## src/rtl/alu_ctl_seq_pkg.sv

```systemverilog
// Shared constants for the EX-stage ALU control decoder and HI/LO mul/div sequencer:
// aluop classes, aluctl codes, R-type funct values and the sequencer state enum.
package alu_ctl_seq_pkg;

  localparam logic [1:0] ALUOP_ADD   = 2'd0;
  localparam logic [1:0] ALUOP_SUB   = 2'd1;
  localparam logic [1:0] ALUOP_RTYPE = 2'd2;
  localparam logic [1:0] ALUOP_IMM   = 2'd3;

  localparam logic [3:0] CTL_AND  = 4'd0;
  localparam logic [3:0] CTL_OR   = 4'd1;
  localparam logic [3:0] CTL_ADD  = 4'd2;
  localparam logic [3:0] CTL_SLL  = 4'd3;
  localparam logic [3:0] CTL_SRL  = 4'd4;
  localparam logic [3:0] CTL_SRA  = 4'd5;
  localparam logic [3:0] CTL_SUB  = 4'd6;
  localparam logic [3:0] CTL_SLT  = 4'd7;
  localparam logic [3:0] CTL_SLTU = 4'd8;
  localparam logic [3:0] CTL_NOR  = 4'd12;
  localparam logic [3:0] CTL_XOR  = 4'd13;

  localparam logic [5:0] F_SLL   = 6'h00;
  localparam logic [5:0] F_SRL   = 6'h02;
  localparam logic [5:0] F_SRA   = 6'h03;
  localparam logic [5:0] F_MFHI  = 6'h10;
  localparam logic [5:0] F_MTHI  = 6'h11;
  localparam logic [5:0] F_MFLO  = 6'h12;
  localparam logic [5:0] F_MTLO  = 6'h13;
  localparam logic [5:0] F_MULT  = 6'h18;
  localparam logic [5:0] F_MULTU = 6'h19;
  localparam logic [5:0] F_DIV   = 6'h1A;
  localparam logic [5:0] F_DIVU  = 6'h1B;
  localparam logic [5:0] F_ADD   = 6'h20;
  localparam logic [5:0] F_ADDU  = 6'h21;
  localparam logic [5:0] F_SUB   = 6'h22;
  localparam logic [5:0] F_SUBU  = 6'h23;
  localparam logic [5:0] F_AND   = 6'h24;
  localparam logic [5:0] F_OR    = 6'h25;
  localparam logic [5:0] F_XOR   = 6'h26;
  localparam logic [5:0] F_NOR   = 6'h27;
  localparam logic [5:0] F_SLT   = 6'h2A;
  localparam logic [5:0] F_SLTU  = 6'h2B;

  typedef enum logic [1:0] {
    ST_IDLE,
    ST_MUL,
    ST_DIV,
    ST_FIX
  } state_t;

  function automatic logic is_muldiv_funct(input logic [5:0] f);
    return f inside {F_MULT, F_MULTU, F_DIV, F_DIVU};
  endfunction

  function automatic logic is_hilo_funct(input logic [5:0] f);
    return f inside {F_MFHI, F_MTHI, F_MFLO, F_MTLO, F_MULT, F_MULTU, F_DIV, F_DIVU};
  endfunction

endpackage

```

## src/rtl/alu_ctl_seq_muldiv_iter.sv

```systemverilog
// Iterative radix-2 multiply / restoring divide on operand magnitudes, one step per
// cycle, followed by a single sign-fix cycle that presents the HI/LO result.
module muldiv_iter
  import alu_ctl_seq_pkg::*;
#(
  parameter int WIDTH = 32
) (
  input  logic             clk,
  input  logic             rst_n,
  input  logic             start,
  input  logic             op_div,
  input  logic             op_signed,
  input  logic [WIDTH-1:0] a,
  input  logic [WIDTH-1:0] b,
  output logic             busy,
  output logic             done,
  output logic [WIDTH-1:0] res_hi,
  output logic [WIDTH-1:0] res_lo
);

  localparam int CNT_W = $clog2(WIDTH + 1);

  state_t               state, state_next;
  logic [CNT_W-1:0]     cnt;
  logic [WIDTH-1:0]     opnd_b, acc_hi, acc_lo;
  logic                 is_div, neg_quo, neg_rem, div_zero;

  logic                 a_neg, b_neg;
  logic [WIDTH-1:0]     a_mag, b_mag;
  logic [WIDTH:0]       mul_sum, div_shift, div_diff;
  logic                 q_bit;
  logic [2*WIDTH-1:0]   prod, prod_fix;

  always_comb begin
    a_neg     = op_signed & a[WIDTH-1];
    b_neg     = op_signed & b[WIDTH-1];
    a_mag     = a_neg ? -a : a;
    b_mag     = b_neg ? -b : b;
    mul_sum   = {1'b0, acc_hi} + {1'b0, (acc_lo[0] ? opnd_b : {WIDTH{1'b0}})};
    div_shift = {acc_hi, acc_lo[WIDTH-1]};
    div_diff  = div_shift - {1'b0, opnd_b};
    q_bit     = ~div_diff[WIDTH];
  end

  // NOTE: every signal assigned in an always_comb gets a default first so no path leaves it unassigned (no latch).
  always_comb begin
    state_next = state;
    case (state)
      ST_IDLE: if (start) state_next = op_div ? ST_DIV : ST_MUL;
      ST_MUL, ST_DIV: if (cnt == CNT_W'(1)) state_next = ST_FIX;
      ST_FIX:  state_next = ST_IDLE;
      default: state_next = ST_IDLE;
    endcase
  end

  // NOTE: sequential state uses non-blocking assignments so all flops update from pre-edge values.
  always_ff @(posedge clk) begin
    if (!rst_n) begin
      state <= ST_IDLE;
      busy  <= 1'b0;
      cnt   <= '0;
    end else begin
      state <= state_next;
      busy  <= (state_next != ST_IDLE);
      if (state == ST_IDLE && start) cnt <= CNT_W'(WIDTH);
      else if (state == ST_MUL || state == ST_DIV) cnt <= cnt - CNT_W'(1);
    end
  end

  // NOTE: operand/accumulator registers carry no reset; they are always loaded at issue before being read.
  always_ff @(posedge clk) begin
    case (state)
      ST_IDLE: if (start) begin
        opnd_b   <= b_mag;
        acc_hi   <= '0;
        acc_lo   <= a_mag;
        is_div   <= op_div;
        neg_quo  <= a_neg ^ b_neg;
        neg_rem  <= a_neg;
        div_zero <= (b == '0);
      end
      ST_MUL: begin
        acc_hi <= mul_sum[WIDTH:1];
        acc_lo <= {mul_sum[0], acc_lo[WIDTH-1:1]};
      end
      ST_DIV: begin
        acc_hi <= q_bit ? div_diff[WIDTH-1:0] : div_shift[WIDTH-1:0];
        acc_lo <= {acc_lo[WIDTH-2:0], q_bit};
      end
      default: ;
    endcase
  end

  // Remainder sign follows the dividend, which also makes HI return rs_val on divide by zero.
  always_comb begin
    prod     = {acc_hi, acc_lo};
    prod_fix = neg_quo ? -prod : prod;
    done     = (state == ST_FIX);
    if (is_div) begin
      res_lo = div_zero ? {WIDTH{1'b1}} : (neg_quo ? -acc_lo : acc_lo);
      res_hi = neg_rem ? -acc_hi : acc_hi;
    end else begin
      res_hi = prod_fix[2*WIDTH-1:WIDTH];
      res_lo = prod_fix[WIDTH-1:0];
    end
  end

endmodule

```

## src/rtl/alu_ctl_seq.sv

```systemverilog
// EX-stage ALU control decode, HI/LO register file and stall generation around the
// iterative mul/div sequencer.
module alu_ctl_seq
  import alu_ctl_seq_pkg::*;
#(
  parameter int WIDTH = 32,
  parameter int CTL_W = 4
) (
  input  logic             clk,
  input  logic             rst_n,
  input  logic             valid,
  input  logic [5:0]       funct,
  input  logic [1:0]       aluop,
  input  logic [WIDTH-1:0] rs_val,
  input  logic [WIDTH-1:0] rt_val,
  output logic [CTL_W-1:0] aluctl,
  output logic             stall,
  output logic [WIDTH-1:0] hilo_out,
  output logic             busy
);

  logic [3:0]       ctl_code;
  logic             hilo_cls, issue, start, done;
  logic [WIDTH-1:0] hi, lo, res_hi, res_lo;

  always_comb begin
    ctl_code = CTL_AND;
    case (aluop)
      ALUOP_ADD, ALUOP_IMM: ctl_code = CTL_ADD;
      ALUOP_SUB:            ctl_code = CTL_SUB;
      default: begin
        case (funct)
          F_ADD, F_ADDU: ctl_code = CTL_ADD;
          F_SUB, F_SUBU: ctl_code = CTL_SUB;
          F_AND:         ctl_code = CTL_AND;
          F_OR:          ctl_code = CTL_OR;
          F_XOR:         ctl_code = CTL_XOR;
          F_NOR:         ctl_code = CTL_NOR;
          F_SLT:         ctl_code = CTL_SLT;
          F_SLTU:        ctl_code = CTL_SLTU;
          F_SLL:         ctl_code = CTL_SLL;
          F_SRL:         ctl_code = CTL_SRL;
          F_SRA:         ctl_code = CTL_SRA;
          default:       ctl_code = CTL_AND;
        endcase
      end
    endcase
  end

  assign aluctl = CTL_W'(ctl_code);

  // Only HI/LO-class instructions contend for the sequencer; everything else flows.
  assign hilo_cls = (aluop == ALUOP_RTYPE) && is_hilo_funct(funct);
  assign issue    = valid && hilo_cls && !busy;
  assign stall    = valid && hilo_cls && busy;
  assign start    = issue && is_muldiv_funct(funct);

  muldiv_iter #(.WIDTH(WIDTH)) u_muldiv (
    .clk       (clk),
    .rst_n     (rst_n),
    .start     (start),
    .op_div    (funct[1]),
    .op_signed (~funct[0]),
    .a         (rs_val),
    .b         (rt_val),
    .busy      (busy),
    .done      (done),
    .res_hi    (res_hi),
    .res_lo    (res_lo)
  );

  always_ff @(posedge clk) begin
    if (!rst_n) begin
      hi <= '0;
      lo <= '0;
    end else if (done) begin
      hi <= res_hi;
      lo <= res_lo;
    end else if (issue && funct == F_MTHI) begin
      hi <= rs_val;
    end else if (issue && funct == F_MTLO) begin
      lo <= rs_val;
    end
  end

  always_comb begin
    hilo_out = '0;
    if (aluop == ALUOP_RTYPE && funct == F_MFHI) hilo_out = hi;
    else if (aluop == ALUOP_RTYPE && funct == F_MFLO) hilo_out = lo;
  end

endmodule

```

## config.mk

```make
export PLATFORM = sky130hd
export DESIGN_NAME = alu_ctl_seq
export DESIGN_NICKNAME = d
export VERILOG_FILES = /design/src/rtl/alu_ctl_seq_pkg.sv /design/src/rtl/alu_ctl_seq_muldiv_iter.sv /design/src/rtl/alu_ctl_seq.sv
export SDC_FILE = /design/constraint.sdc
export NUM_CORES = 1
export LEC_CHECK = 0
export BUFFER_PORTS_ARGS = -buffer_cell sky130_fd_sc_hd__buf_2
export CAP_MARGIN = 20
export CORE_ASPECT_RATIO = 1.4
export CORE_MARGIN = 2
export CORE_UTILIZATION = 32
export CTS_CLUSTER_DIAMETER = 80
export CTS_CLUSTER_SIZE = 16
export DETAILED_ROUTE_END_ITERATION = 6
export SETUP_SLACK_MARGIN = 0.3
export SLEW_MARGIN = 15
export SYNTH_ARGS = -nofsm -noshare
export SYNTH_HDL_FRONTEND = slang
export SYNTH_SLANG_ARGS = --single-unit
export TNS_END_PERCENT = 50
```

## constraint.sdc

```tcl
create_clock -name clk -period 5.91 [get_ports clk]
set_input_delay 0.8865 -clock clk [delete_from_list [all_inputs] [get_ports clk]]
set_output_delay 0.8865 -clock clk [all_outputs]
set_load 0.05 [all_outputs]
```

==> run_results.csv <==
group,metric,value,unit
logic_synthesis,seq_area_frac_synth,0.316,
layout,multi_input_area,9080,µm²
power,vdd_drop_max,0.215,mV
routing,wirelength,43700,µm
layout,insertedDiodeCount,0,
sta,fin_crit,4.28,ns
placement,dp_hpwl,33300,µm
logic_synthesis,yosysUniqueCellTypes,72,
placement,place_inst,2230,
sta,period_share,0.724,
floorplanning,die_area,45800,µm²
power,leakagePower,0.00622,µW
sta,setup_violations,0,
clock_tree,clkLatencyLatePin,0.46,ns
logic_synthesis,syn_nets,1785,
logic_synthesis,syn_area,14100,µm²
critical_path,required,6.12,ns
sta,slew_headroom,0.293,
grt,grt_pass1_vias,12500,
power,switchingPower,983,µW
run,maxCapViolCount,0,
floorplanning,rows,91,
grt,antenna_found_initial,0,
layout,regArea,4460,µm²
grt,grt_pass1_wl,68200,µm
placement,place.gp.congestion,0.904,
logic_synthesis,ys_async_sr_fraction,0,
floorplanning,ios,113,
outcome,status,"complete, no violations",
grt,groute.layer.met2.usage,0.336,
critical_path,end_kind,"flip-flop",
logic_synthesis,yosysWarnings,0,
power,pwr-share-seq,0.437,
clock_tree,clk_path_buf_depth,2,
logic_synthesis,yosys_register_bits,173,
routing,dr.pass1.iters,6,
clock_tree,cts_root_buf,"clkbuf_16",
routing,postRouteAntennaNets,0,
clock_tree,cts.sinks,173,
power,pwr_density_cell,201,nW/µm²
critical_path,slowest_stage,"edfxtp_1",
sta,timing.fmax,234,MHz
routing,first_iter_violations,811,
sta,worst-slew-pin-transition,1.06,ns
sta,rsz0062_at_grt,"no",
layout,layout.nets,1848,
floorplanning,fp.coreArea,43800,µm²
grt,grt_usage,0.189,
layout,layout-drive-gt1-share,0.134,
floorplanning,die_w,181,µm
power,p_int,2200,µW
critical_path,crit_chain,"ha_1 -> nand4_1 -> or4b_1 -> a211o_1 -> nand3_1 -> o2111ai_1 -> a211oi_1 -> o32a_1 -> xor2_4 -> buf_4 -> nor2_1 -> a221o_1",
critical_path,critPathKind,"flip-flop to flip-flop",
clock_tree,postCtsSetupBuffers,0,
placement,port_buffers,112,
floorplanning,die_h,252,µm
grt,grt_start_max_net_pins,66,
logic_synthesis,synth-edff-count,100,
grt,grt_overflow,0,
logic_synthesis,syn_inst,1629,
floorplanning,start_util,0.322,
clock_tree,cts_hold_buf,0,
clock_tree,ctsResizeCount,0,
sta,setup_tns,0,ns
clock_tree,h-tree-depth,4,
routing,vias,12700,
routing,drc,0,
sta,fin_skew,0.0105,ns
logic_synthesis,synthFlopType,"edfxtp_1",
clock_tree,clk_pin_slew,0.07,ns
sta,hold_viol_final,0,
power,clkPwrFrac,0.358,
layout,syn2layout_area_growth,11.9,%
power,swShare,0.309,
routing,avgViaCountPerCell,5.60,
clock_tree,cts_tree,"yes",
layout,fillerInstances,4487,
routing,wl_per_cell,19.3,µm
logic_synthesis,avgSynthCellArea,8.66,µm²
grt,grtUsageMet1,0.220,
grt,grt-busiest-layer,"met2",
grt,grt_util_met3,0.0246,
critical_path,critPathLaunchType,"flip-flop",
critical_path,worstPathMaxFanout,31,
layout,instances_no_fill,2263,
min_path,hold_class,"flip-flop to flip-flop",
sta,final-max-slew-violation-count,0,
clock_tree,cts_buffers,17,
critical_path,slowest_delay,0.55,ns
critical_path,worstPathArrival,4.49,ns
power,pwr-share-comb,0.206,
[layer usage]
| metal | share of wire | vias to the layer above |
|---|---|---|
| met5 | 0 | - |
| met4 | 0.049 | 0 |
| met3 | 0.041 | 115 |
| met2 | 0.50 | 394 |
| met1 | 0.41 | 5951 |
| li1 | - | 6212 |
[critical path, delay by kind of cell (launching register included)]
kind            cells  cell delay, ns
compound gates      5            1.36
xor+xnor            1            0.14
fa+ha+maj           1            0.46
buf+inv             1            0.47
flops               1            0.55
simple gates        4            1.04
[placed cells by master (no fill, tap or decap), types with 11 or more instances in the layout]
cell and count:
a21oi_1 153, o21ai_0 119, a22o_1 33, nor4_1 17, buf_4 15, xor2_1 80
or4_1 14, mux2_2 40, dfxtp_1 73, inv_1 76, a211oi_1 12, o22ai_1 29
nand2_1 98, nor3_1 34, clkbuf_16 17, buf_2 112, edfxtp_1 100, a31oi_1 13
o31ai_1 22, or3_1 20, xnor2_1 95, nor2b_1 18, nand2b_1 17, nor2_1 124
o41ai_1 11, a21o_1 27, a221oi_1 30, nand3_1 23, mux2i_1 42, ha_1 78
[through the flow]
step,total power (µW),util,worst slack (ns),hold WS (ns),area (µm²)
after floorplan,1870,-,1.33,0.469,14100
after global placement,2040,0.347,1.75,0.481,15200
after detailed placement,2060,0.347,1.65,0.492,15200
after CTS,3200,0.360,1.64,0.498,15800
after global routing,3330,0.360,1.39,0.531,15800
final,3180,0.360,1.63,0.494,15800
[worst paths after layout]
kind,startpoint,end,cells after the start,slack [ns]
worst max-delay path,u_muldiv.acc_hi[13],u_muldiv.acc_hi[31],12,1.63
worst min-delay path,u_muldiv.cnt[1],u_muldiv.cnt[1],2,0.49
worst max register to register,u_muldiv.acc_hi[13],u_muldiv.acc_hi[31],12,1.63
worst min register to register,u_muldiv.cnt[1],u_muldiv.cnt[1],2,0.49
[synth_stat cells, types with 10 or more instances]
library cell | n | area share
nor4_1 | 17 | 0.0075
xnor2_1 | 95 | 0.059
a21o_1 | 27 | 0.014
dfxtp_1 | 73 | 0.10
a21oi_1 | 153 | 0.054
mux2i_1 | 42 | 0.030
nor2_1 | 124 | 0.033
inv_1 | 77 | 0.020
o31ai_1 | 22 | 0.012
ha_1 | 79 | 0.070
nand2_1 | 99 | 0.026
a22o_1 | 33 | 0.020
a221oi_1 | 30 | 0.019
nand2b_1 | 17 | 0.0075
nor3_1 | 34 | 0.012
or3_1 | 20 | 0.0089
o21ai_0 | 120 | 0.043
o22ai_1 | 29 | 0.013
and2_1 | 10 | 0.0044
clkbuf_1 | 76 | 0.020
mux2_2 | 40 | 0.032
nor2b_1 | 18 | 0.0080
nand3_1 | 23 | 0.0082
or4_1 | 14 | 0.0074
xor2_1 | 81 | 0.050
a31oi_1 | 13 | 0.0058
edfxtp_1 | 100 | 0.21
a211oi_1 | 12 | 0.0064
o41ai_1 | 11 | 0.0068
[cells by family (layout without fill, tap and decap cells)]
family / after synthesis / count (layout) / share of synthesized area
simple gates: 416 / 416 / 0.144
mux: 82 / 82 / 0.0617
xor+xnor: 176 / 176 / 0.109
fa+ha+maj: 81 / 81 / 0.0729
buf+inv: 161 / 237 / 0.0433
compound gates: 540 / 540 / 0.252
flops: 173 / 173 / 0.316
[power by group through the flow]
stage          logic, µW  registers, µW  clock network, µW
2_1_floorplan        459           1410                  0
3_3_place_gp         630           1410                  0
3_5_place_dp         640           1420                  0
4_1_cts              645           1390               1160
5_1_grt              730           1390               1210
6_report             654           1390               1140
[area by class of cell]
cell class,instances,share of cell area
sequential,173,0.283
inverter,77,0.0183
multi-input combinational,1295,0.575
clock inverter,13,0.00824
clock buffer,19,0.0280
timing repair buffer,128,0.0439
tap,558,0.0442
[flip-flops by register name, indices dropped and copies added (netlist names), 2 cells and up]
register / cells
hi: 32
lo: 32
u_muldiv.acc_hi: 32
u_muldiv.acc_lo: 32
u_muldiv.opnd_b: 32
u_muldiv.cnt: 6
u_muldiv.state: 2
(Power assumes the default switching activity.)
